--- src/rtl/uart_encoded_sys_pkg.sv ---
// Shared definitions for the UART loop-back display system: baud divisors,
// oversampling factor, seven-segment glyphs and FSM state encodings.
package uart_encoded_sys_pkg;

    localparam int OVERSAMPLE = 16;
    localparam int DIV_W      = 14;

    // Glyphs as {a,b,c,d,e,f,g}, active-low
    localparam logic [6:0] GLYPH_0     = 7'b0000001;
    localparam logic [6:0] GLYPH_1     = 7'b1001111;
    localparam logic [6:0] GLYPH_2     = 7'b0010010;
    localparam logic [6:0] GLYPH_3     = 7'b0000110;
    localparam logic [6:0] GLYPH_DASH  = 7'b1111110;
    localparam logic [6:0] GLYPH_BLANK = 7'b1111111;

    typedef enum logic [2:0] {TX_IDLE, TX_START, TX_DATA, TX_PARITY, TX_STOP} tx_state_t;
    typedef enum logic [2:0] {RX_IDLE, RX_START, RX_DATA, RX_PARITY, RX_STOP} rx_state_t;

    // Rounded divisor clk_freq / (16 * baud)
    function automatic logic [DIV_W-1:0] baud_div(input logic [2:0] sel, input int clk_freq);
        int baud;
        case (sel)
            3'd0:    baud = 300;
            3'd1:    baud = 1200;
            3'd2:    baud = 4800;
            3'd3:    baud = 9600;
            3'd4:    baud = 19200;
            3'd5:    baud = 38400;
            3'd6:    baud = 57600;
            default: baud = 115200;
        endcase
        baud_div = DIV_W'((clk_freq + baud * (OVERSAMPLE / 2)) / (baud * OVERSAMPLE));
    endfunction

    function automatic logic [6:0] glyph(input logic [1:0] code);
        case (code)
            2'd0:    glyph = GLYPH_0;
            2'd1:    glyph = GLYPH_1;
            2'd2:    glyph = GLYPH_2;
            default: glyph = GLYPH_3;
        endcase
    endfunction

endpackage

--- src/rtl/uart_encoded_sys_baud_gen.sv ---
// 16x oversampling tick generator; restarts on a rate change or on request
// so a new frame always begins on a full tick period.
module uart_baud_gen
    import uart_encoded_sys_pkg::*;
#(
    parameter int CLK_FREQ = 50000000
) (
    input  logic       clk1,
    input  logic       reset,
    input  logic [2:0] baud_select,
    input  logic       restart,
    output logic       tick
);

    logic [DIV_W-1:0] cnt;
    logic [DIV_W-1:0] div;
    logic [2:0]       sel_q;
    logic             changed;

    assign div     = baud_div(baud_select, CLK_FREQ);
    assign changed = (sel_q != baud_select);
    assign tick    = (cnt == div - 1'b1) && !changed;

    always_ff @(posedge clk1) begin
        if (reset) begin
            cnt   <= '0;
            sel_q <= baud_select;
        end else begin
            sel_q <= baud_select;
            if (restart || changed || tick) cnt <= '0;
            else                            cnt <= cnt + 1'b1;
        end
    end

endmodule

--- src/rtl/uart_encoded_sys.sv ---
// Loop-back UART system: TX FSM drives an internal line into the RX FSM, and
// the received word is shown as four 2-bit codes on a multiplexed display.
module uart_encoded_sys
    import uart_encoded_sys_pkg::*;
#(
    parameter int CLK_FREQ       = 50000000,
    parameter int REFRESH_CYCLES = 50000
) (
    input  logic       clk1,
    input  logic       reset,
    input  logic [2:0] baud_select,
    input  logic       Tx_EN,
    input  logic       Tx_WR,
    input  logic [7:0] Tx_DATA,
    input  logic       Rx_EN,
    output logic       Tx_BUSY,
    output logic       AN0,
    output logic       AN1,
    output logic       AN2,
    output logic       AN3,
    output logic       a,
    output logic       b,
    output logic       c,
    output logic       d,
    output logic       e,
    output logic       f,
    output logic       g,
    output logic       dp
);

    localparam int REF_W = (REFRESH_CYCLES > 1) ? $clog2(REFRESH_CYCLES) : 1;

    logic      tick;
    logic      tx_accept;
    logic      tx_line;
    logic      line;

    tx_state_t tx_state, tx_state_n;
    logic [3:0] tx_tcnt, tx_tcnt_n;
    logic [2:0] tx_idx, tx_idx_n;
    logic [7:0] tx_data, tx_data_n;

    rx_state_t rx_state, rx_state_n;
    logic [3:0] rx_tcnt, rx_tcnt_n;
    logic [2:0] rx_idx, rx_idx_n;
    logic [7:0] rx_shift, rx_shift_n;
    logic       rx_par, rx_par_n;
    logic [7:0] disp, disp_n;
    logic       err, err_n;

    logic [REF_W-1:0] ref_cnt;
    logic             ref_wrap;
    logic [1:0]       dig, dig_n;
    logic [3:0]       an;
    logic [6:0]       seg;

    assign tx_accept = Tx_EN && Tx_WR && (tx_state == TX_IDLE);
    assign Tx_BUSY   = (tx_state != TX_IDLE);
    assign line      = tx_line;

    uart_baud_gen #(.CLK_FREQ(CLK_FREQ)) u_baud (
        .clk1        (clk1),
        .reset       (reset),
        .baud_select (baud_select),
        .restart     (tx_accept),
        .tick        (tick)
    );

    always_comb begin
        tx_state_n = tx_state;
        tx_tcnt_n  = tx_tcnt;
        tx_idx_n   = tx_idx;
        tx_data_n  = tx_data;
        tx_line    = 1'b1;
        case (tx_state)
            TX_IDLE: if (tx_accept) begin
                tx_state_n = TX_START;
                tx_data_n  = Tx_DATA;
                tx_tcnt_n  = '0;
                tx_idx_n   = '0;
            end
            TX_START:  tx_line = 1'b0;
            TX_DATA:   tx_line = tx_data[tx_idx];
            TX_PARITY: tx_line = ^tx_data;
            default:   tx_line = 1'b1;
        endcase
        if (tx_state != TX_IDLE && tick) begin
            tx_tcnt_n = tx_tcnt + 1'b1;
            if (tx_tcnt == 4'(OVERSAMPLE - 1)) begin
                case (tx_state)
                    TX_START:  tx_state_n = TX_DATA;
                    TX_DATA:   if (tx_idx == 3'd7) tx_state_n = TX_PARITY;
                               else                tx_idx_n   = tx_idx + 1'b1;
                    TX_PARITY: tx_state_n = TX_STOP;
                    default:   tx_state_n = TX_IDLE;
                endcase
            end
        end
        if (!Tx_EN) tx_state_n = TX_IDLE;
    end

    always_comb begin
        rx_state_n = rx_state;
        rx_tcnt_n  = rx_tcnt;
        rx_idx_n   = rx_idx;
        rx_shift_n = rx_shift;
        rx_par_n   = rx_par;
        disp_n     = disp;
        err_n      = err;
        if (!Rx_EN) begin
            rx_state_n = RX_IDLE;
        end else if (rx_state == RX_IDLE) begin
            if (!line) begin
                rx_state_n = RX_START;
                rx_tcnt_n  = '0;
            end
        end else if (tick) begin
            rx_tcnt_n = rx_tcnt + 1'b1;
            if (rx_state == RX_START) begin
                // Mid-start check rejects glitches; later samples land mid-bit
                if (rx_tcnt == 4'(OVERSAMPLE / 2 - 1)) begin
                    rx_tcnt_n = '0;
                    rx_idx_n  = '0;
                    rx_state_n = line ? RX_IDLE : RX_DATA;
                end
            end else if (rx_tcnt == 4'(OVERSAMPLE - 1)) begin
                case (rx_state)
                    RX_DATA: begin
                        rx_shift_n = {line, rx_shift[7:1]};
                        if (rx_idx == 3'd7) rx_state_n = RX_PARITY;
                        else                rx_idx_n   = rx_idx + 1'b1;
                    end
                    RX_PARITY: begin
                        rx_par_n   = line;
                        rx_state_n = RX_STOP;
                    end
                    default: begin
                        rx_state_n = RX_IDLE;
                        if (line && (rx_par == ^rx_shift)) begin
                            disp_n = rx_shift;
                            err_n  = 1'b0;
                        end else begin
                            err_n  = 1'b1;
                        end
                    end
                endcase
            end
        end
    end

    assign ref_wrap = (ref_cnt == REF_W'(REFRESH_CYCLES - 1));
    assign dig_n    = ref_wrap ? dig + 1'b1 : dig;

    always_ff @(posedge clk1) begin
        if (reset) begin
            tx_state <= TX_IDLE;
            tx_tcnt  <= '0;
            tx_idx   <= '0;
            tx_data  <= '0;
            rx_state <= RX_IDLE;
            rx_tcnt  <= '0;
            rx_idx   <= '0;
            rx_shift <= '0;
            rx_par   <= 1'b0;
            disp     <= 8'h00;
            err      <= 1'b0;
            ref_cnt  <= '0;
            dig      <= '0;
            an       <= 4'hF;
            seg      <= GLYPH_BLANK;
        end else begin
            tx_state <= tx_state_n;
            tx_tcnt  <= tx_tcnt_n;
            tx_idx   <= tx_idx_n;
            tx_data  <= tx_data_n;
            rx_state <= rx_state_n;
            rx_tcnt  <= rx_tcnt_n;
            rx_idx   <= rx_idx_n;
            rx_shift <= rx_shift_n;
            rx_par   <= rx_par_n;
            disp     <= disp_n;
            err      <= err_n;
            ref_cnt  <= ref_wrap ? '0 : ref_cnt + 1'b1;
            dig      <= dig_n;
            an       <= ~(4'b0001 << dig_n);
            seg      <= err ? GLYPH_DASH : glyph(disp[{dig_n, 1'b0} +: 2]);
        end
    end

    assign {AN3, AN2, AN1, AN0}    = an;
    assign {a, b, c, d, e, f, g}   = seg;
    assign dp                      = 1'b1;

endmodule

--- config.mk ---
export PLATFORM = sky130hd
export DESIGN_NAME = uart_encoded_sys
export DESIGN_NICKNAME = d
export VERILOG_FILES = /design/src/rtl/uart_encoded_sys_pkg.sv /design/src/rtl/uart_encoded_sys_baud_gen.sv /design/src/rtl/uart_encoded_sys.sv
export SDC_FILE = /design/constraint.sdc
export NUM_CORES = 1
export LEC_CHECK = 0
export ABC_AREA = 1
export CAP_MARGIN = 20
export CORE_MARGIN = 1
export CORE_UTILIZATION = 45
export CTS_BUF_LIST = sky130_fd_sc_hd__clkbuf_4
export CTS_CLUSTER_DIAMETER = 100
export DETAILED_ROUTE_END_ITERATION = 12
export SLEW_MARGIN = 20
export SYNTH_ARGS = -nofsm -noshare
export SYNTH_HDL_FRONTEND = slang
export SYNTH_SLANG_ARGS = --single-unit
--- constraint.sdc ---
create_clock -name clk1 -period 67.6 [get_ports clk1]
set_clock_uncertainty 0.15 [all_clocks]
set_input_delay 13.52 -clock clk1 [delete_from_list [all_inputs] [get_ports clk1]]
set_output_delay 13.52 -clock clk1 [all_outputs]
set_load 0.02 [all_outputs]
== Word-level counts from Yosys, hierarchy flattened ==
Index checks and enable logic that the tools add are counted.
Word-level totals
  bits in registers: 92
  latch bits: 0
  memory bits (writable): 0
  memory bits (read-only): 0
  input port bits: 16
  output and inout bits: 13
  logic and storage cells: 143
  memories kept: 0
Cells by class
  $add $sub $neg: 9
  $mul: 0
  div/mod/pow operators: 1
  $lt $le $gt $ge: 1
  equality and inequality tests: 28
  shift operators: 2
  multiplexer cells: 42
  bitwise gates (word level): 6
  reductions and logical operators: 36
Operators with widths (number)
  $pmux W17 S7: 1
  $mux W3: 23
  $div A32 B32 Y32: 1
  $mux W4: 8
  $add A26 B20 Y27 const A: 1
  $pmux W7 S3: 1
  $eq A3 B2 Y1 const B: 6
  $reduce_and A6 Y1: 3
  $add A16 B1 Y16 const B: 1
  $eq A16 B16 Y1 const B: 1
  $reduce_xor A8 Y1: 2
  $eq A3 B3 Y1 const B: 5
  $add A14 B1 Y14 const B: 1
  $eq A14 B14 Y1: 1
  $reduce_and A7 Y1: 2
  $sub A14 B1 Y14 const B: 1
  $reduce_or A2 Y1: 6
  $reduce_bool A2 Y1: 5
  $eq A3 B1 Y1 const B: 3
  $logic_not A3 Y1: 3
  $pmux W3 S3: 1
  $add A4 B1 Y4 const B: 2
  $eq A4 B4 Y1 const B: 2
  $shiftx A8 B4 Y2: 1
  other kinds (28): 44

== Longest topological paths before layout ==
  depth after elaboration: 10
  depth in mapped cells: 318
  mapped depth without buffers: 301

== Cells and area by module ==
Synthesis repeated with hierarchy kept, for this count alone.
Unflattened totals
  cells, all modules: 4054
  area, all modules: 22823.1 sq um
Modules (own cells, without submodules)
  uart_baud_gen: times used 1, cells each 3528, area each 19185.9 sq um, seq. area each 340.3 sq um
  uart_encoded_sys: times used 1, cells each 526, area each 3637.2 sq um, seq. area each 1481.4 sq um

== Worst setup path before layout ==
OpenSTA, ideal clock, no wires.
  path kind: input port to flip-flop
  start: in baud_select[1]
  end: reg disp[0]
  setup time: 118 ps
  arrival time: 52021 ps
  data required time: 67332 ps
  slack: 15312 ps
  stages on the path: 295
  path buffers: 22
  path through: inv_1 -> ha_1 -> inv_1 -> nor2_1 -> inv_1 -> ha_1 -> inv_1 -> nor2_4 -> nand2_4 -> inv_1 -> nor2_1 -> nor2_1 -> ha_1 -> nand2_1 -> inv_1 -> nand2_1 -> nand3_1 -> nand2_1 -> [259 not listed] -> clkinv_2 -> ha_1 -> inv_1 -> nor2_4 -> inv_1 -> nor3_1 -> nand3_1 -> xor2_1 -> nand2_1 -> nor4_4 -> nand3_2 -> nor2_1 -> nand2_2 -> nor2_8 -> nand4_4 -> buf_6 -> nor3_1 -> nor2_1
Between the ends
  cells in the longest elaborated chain, start to end: 8
  elaborated cells on any way between the ends: 16
  classes of those cells: add/sub: 2; div: 1; eq/ne: 8; mux: 1; reduce/logical: 4
RTL lines
  start: declaration: RTL line uart_encoded_sys.sv:11  | input logic [2:0] baud_select,
  $eq A3 B3 Y1 (tied with other cells): RTL line uart_encoded_sys_pkg.sv:22  | case (sel)
  $pmux W17 S7: RTL line uart_encoded_sys_pkg.sv:22
  $add A26 B20 Y27: RTL line uart_encoded_sys_pkg.sv:32  | baud_div = DIV_W'((clk_freq + baud * (OVERSAMPLE / 2)) / (baud * OVERSAMPLE));
  $div A32 B32 Y32: RTL line uart_encoded_sys_pkg.sv:32
  $sub A14 B1 Y14: RTL line uart_encoded_sys_baud_gen.sv:22  | assign tick = (cnt == div - 1'b1) && !changed;
  $eq A14 B14 Y1: RTL line uart_encoded_sys_baud_gen.sv:22
  $logic_and A1 B1 Y1 *: RTL line uart_encoded_sys_baud_gen.sv:22
  $reduce_and A7 Y1 (no source line) *
  end signal: assignment: RTL line uart_encoded_sys.sv:181  | disp <= disp_n;
  end: declaration: RTL line uart_encoded_sys.sv:48  | logic [7:0] disp, disp_n;
Every way passes the cells marked *; elsewhere a longest branch is shown, timed or not.
A chain may end at the register's enable or synchronous reset.

== Worst setup path after layout ==
  start: in baud_select[1]
  end: reg disp[5]
Same word-level chain as after synthesis.

==> impl_metrics.py <==
metrics = {
    "floorplanning": {
        "fp.dieW_um": 227,
        "dieArea_um2": 51500,
        "core_um2": 50100,
        "placementRows": 82,
        "start_util": 0.455,
        "die-height_um": 227,
        "ios": 29,
    },
    "timing": {
        "hold_viol_final": 0,
        "max-slew-margin-rel": 0.445,
        "drv_slew": 0,
        "layout_min_cycle_time_ns": 58.48,
        "worst-slew-pin-transition_ns": 0.830,
        "setup_tns_ns": 0,
        "rsz0062_at_grt": "false",
        "fin_crit_sh": 0.865,
        "setup_viol": 0,
        "fmax_ghz": 0.0171,
    },
    "global_route": {
        "grt_first_pass_wirelength_um": 120000,
        "track_usage": 0.292,
        "grt_pass1_vias": 22400,
        "grt_overflow": 0,
        "grt_antenna_before_repair": 2,
        "grt_start_max_net_pins": 38,
    },
    "setup_path": {
        "startpoint_type": "primary input",
        "r2r-end": "disp[5]",
        "critPathMaxStageDelay_ns": 0.69,
        "required_ns": 67.87,
        "r2r_setup_slack_ns": 64.59,
        "cp_max_fo": 29,
        "reg2reg_from": "u_baud.cnt[8]",
        "path_class": "primary input to register",
        "reg2reg_depth": 13,
        "crit_path_end_kind": "register",
        "slowest_stage": "clkdlybuf4s50_1",
        "critPathMostFrequentCell": "nand2_1",
        "arrival_ns": 58.75,
    },
    "clock_tree": {
        "ctsLongestPathBuffers": 2,
        "clock_sinks": 91,
        "ctsResizeCount": 0,
        "clk_pin_slew_worst_paths_ns": 0.15,
        "cts_hold_buf": 0,
        "h-tree-depth": 3,
        "cts_made_buffers": 9,
        "root_buffer": "clkbuf_4",
        "insertion_delay_ns": 0.49,
        "cts_tree": "yes",
        "post-cts-setup-buffers": 0,
    },
    "route": {
        "final_antenna_net_count": 0,
        "wl_per_cell_um": 17.1,
        "routed.top_layer": "met5",
        "routed_wl_um": 75300,
        "wl_met3_um": 4470,
        "viasPerCell": 5.45,
        "drc": 0,
        "vias": 24000,
        "wl_met1_um": 35200,
        "drtIter0Drc": 1954,
        "wl_met2_um": 33800,
        "firstDrtPassIters": 7,
    },
    "synthesis": {
        "synth_edf_count": 0,
        "seq_area_frac_synth": 0.0800,
        "ys_async_sr_fraction": 0,
        "synth.avg_cell_area_um2": 6.09,
        "synth_cells": 3739,
        "ys_seq_elements": 91,
        "syn-cell-area_um2": 22800,
        "synth_cell_types": 83,
        "ys.flop_type": "dfxtp_1",
        "yosysWarnings": 0,
    },
    "final_layout": {
        "final_nets": 4007,
        "final_cells": 4413,
        "drive_gt1_frac": 0.108,
        "layout_commonest_cell": "nand2_1",
        "area_delta_synth_final_pct": 3.32,
        "most-common-layout-cells": "nand2_1, inv_1, nor2_1",
    },
    "min_path": {
        "hold_class": "register to register",
        "min_from": "rx_idx[2]",
        "min_path_cells": 2,
        "min_to": "rx_idx[2]",
    },
    "placed_design": {
        "dpl.hpwl_um": 59400,
        "dp.cells": 4396,
        "place.port_buffers": 27,
        "place.gp.congestion": 0.963,
    },
    "outcome": {
        "outcome": "finished clean",
    },
    "job": {
        "drv_cap": 0,
    },
}
[worst max-delay path, delay by kind of cell]
family	cells	cell delay (ns)
adders and majority gates	24	7.35
and+or+nand+nor	141	18.77
AOI/OAI and AO/OA	64	12.39
xor gates and xnor gates	3	0.49
buffers and inverters	46	6.02
[area by class of cell]
cell class | instances | area (µm²)
well taps | 672 | 841
fillers | 5500 | 26500
multi-input cells | 3044 | 18200
repair buffers | 48 | 428
clock buffers | 9 | 67.6
clock inverters | 7 | 65.1
flip-flops and latches | 91 | 1820
inverters | 541 | 2120
diodes | 1 | 2.50
[per-layer routing]
layer | up-vias | GRT usage
li1 | 12300 | -
met1 | 10900 | 0.399
met2 | 697 | 0.486
met3 | 131 | 0.0302
met4 | 2 | 0.0751
met5 | - | 0
[state kept, by name (all words and copies together) (netlist names), 3 cells and up]
register	cells
tx_data	8
rx_state	3
disp	8
ref_cnt	16
rx_idx	3
u_baud.cnt	14
u_baud.sel_q	3
seg	6
rx_shift	8
tx_idx	3
rx_tcnt	4
tx_tcnt	4
an	4
tx_state	3
[stage by stage]
step | hold slack (ns) | cell area (µm²) | util | setup WS (ns)
2_1_floorplan | 0.268 | 22800 | - | 15.31
3_3_place_gp | 0.285 | 23400 | 0.467 | 9.92
3_5_place_dp | 0.293 | 23400 | 0.467 | 9.19
4_1_cts | 0.317 | 23500 | 0.470 | 9.53
5_1_grt | 0.339 | 23500 | 0.470 | 3.99
6_report | 0.317 | 23500 | 0.470 | 9.12
[synth_stat cells, drive strengths merged (3+ instances only)]
library cell / number / share of area
a21oi: 236 / 0.054
a211oi: 6 / 0.0020
bufinv: 3 / 0.0023
nor3: 76 / 0.018
a31oi: 22 / 0.0063
nor2: 425 / 0.083
nand4: 83 / 0.026
o22ai: 3 / 0.00082
or2: 22 / 0.0060
nor4: 17 / 0.0056
xor2: 133 / 0.051
nand2: 999 / 0.19
buf: 38 / 0.017
o31ai: 18 / 0.0059
nor3b: 9 / 0.0030
a2111oi: 3 / 0.0012
dfxtp: 91 / 0.080
clkinv: 10 / 0.0021
xnor2: 61 / 0.023
a21boi: 3 / 0.00099
o21bai: 22 / 0.0073
and2: 4 / 0.0013
nand3: 298 / 0.084
ha: 255 / 0.14
o311ai: 3 / 0.0012
o21ai: 259 / 0.058
o211ai: 15 / 0.0049
nand3b: 16 / 0.0053
clkbuf: 30 / 0.012
a21o: 13 / 0.0044
o21a: 7 / 0.0023
o2111ai: 8 / 0.0031
inv: 528 / 0.088
a31o: 3 / 0.0012
and3: 4 / 0.0012
[logic make-up after synthesis]
logic type               after synthesis  share of synthesized area
AO/OA/AOI/OAI                        634                      0.159
XOR/XNOR                             194                     0.0749
adder cells (fa/ha/maj)              256                      0.141
buffers and inverters                609                      0.122
flip-flops                            91                     0.0800
other                                  2                   0.000330
AND/OR/NAND/NOR                     1953                      0.422
[worst max-delay path by stage]
| stage | to | startpoint | cells after the start | slack, ns |
|---|---|---|---|---|
| after floorplan | disp[0] | baud_select[1] | 295 | 15.31 |
| after global placement | disp[2] | baud_select[1] | 275 | 9.92 |
| after detailed placement | disp[5] | baud_select[1] | 281 | 9.19 |
| after CTS | disp[5] | baud_select[1] | 280 | 9.53 |
| after global routing | disp[5] | baud_select[1] | 285 | 3.99 |
| final | disp[5] | baud_select[1] | 278 | 9.12 |
Power is left out: the tool's default activity adds up to more than one toggle a clock period on the data nets, which glitch-free logic cannot reach.
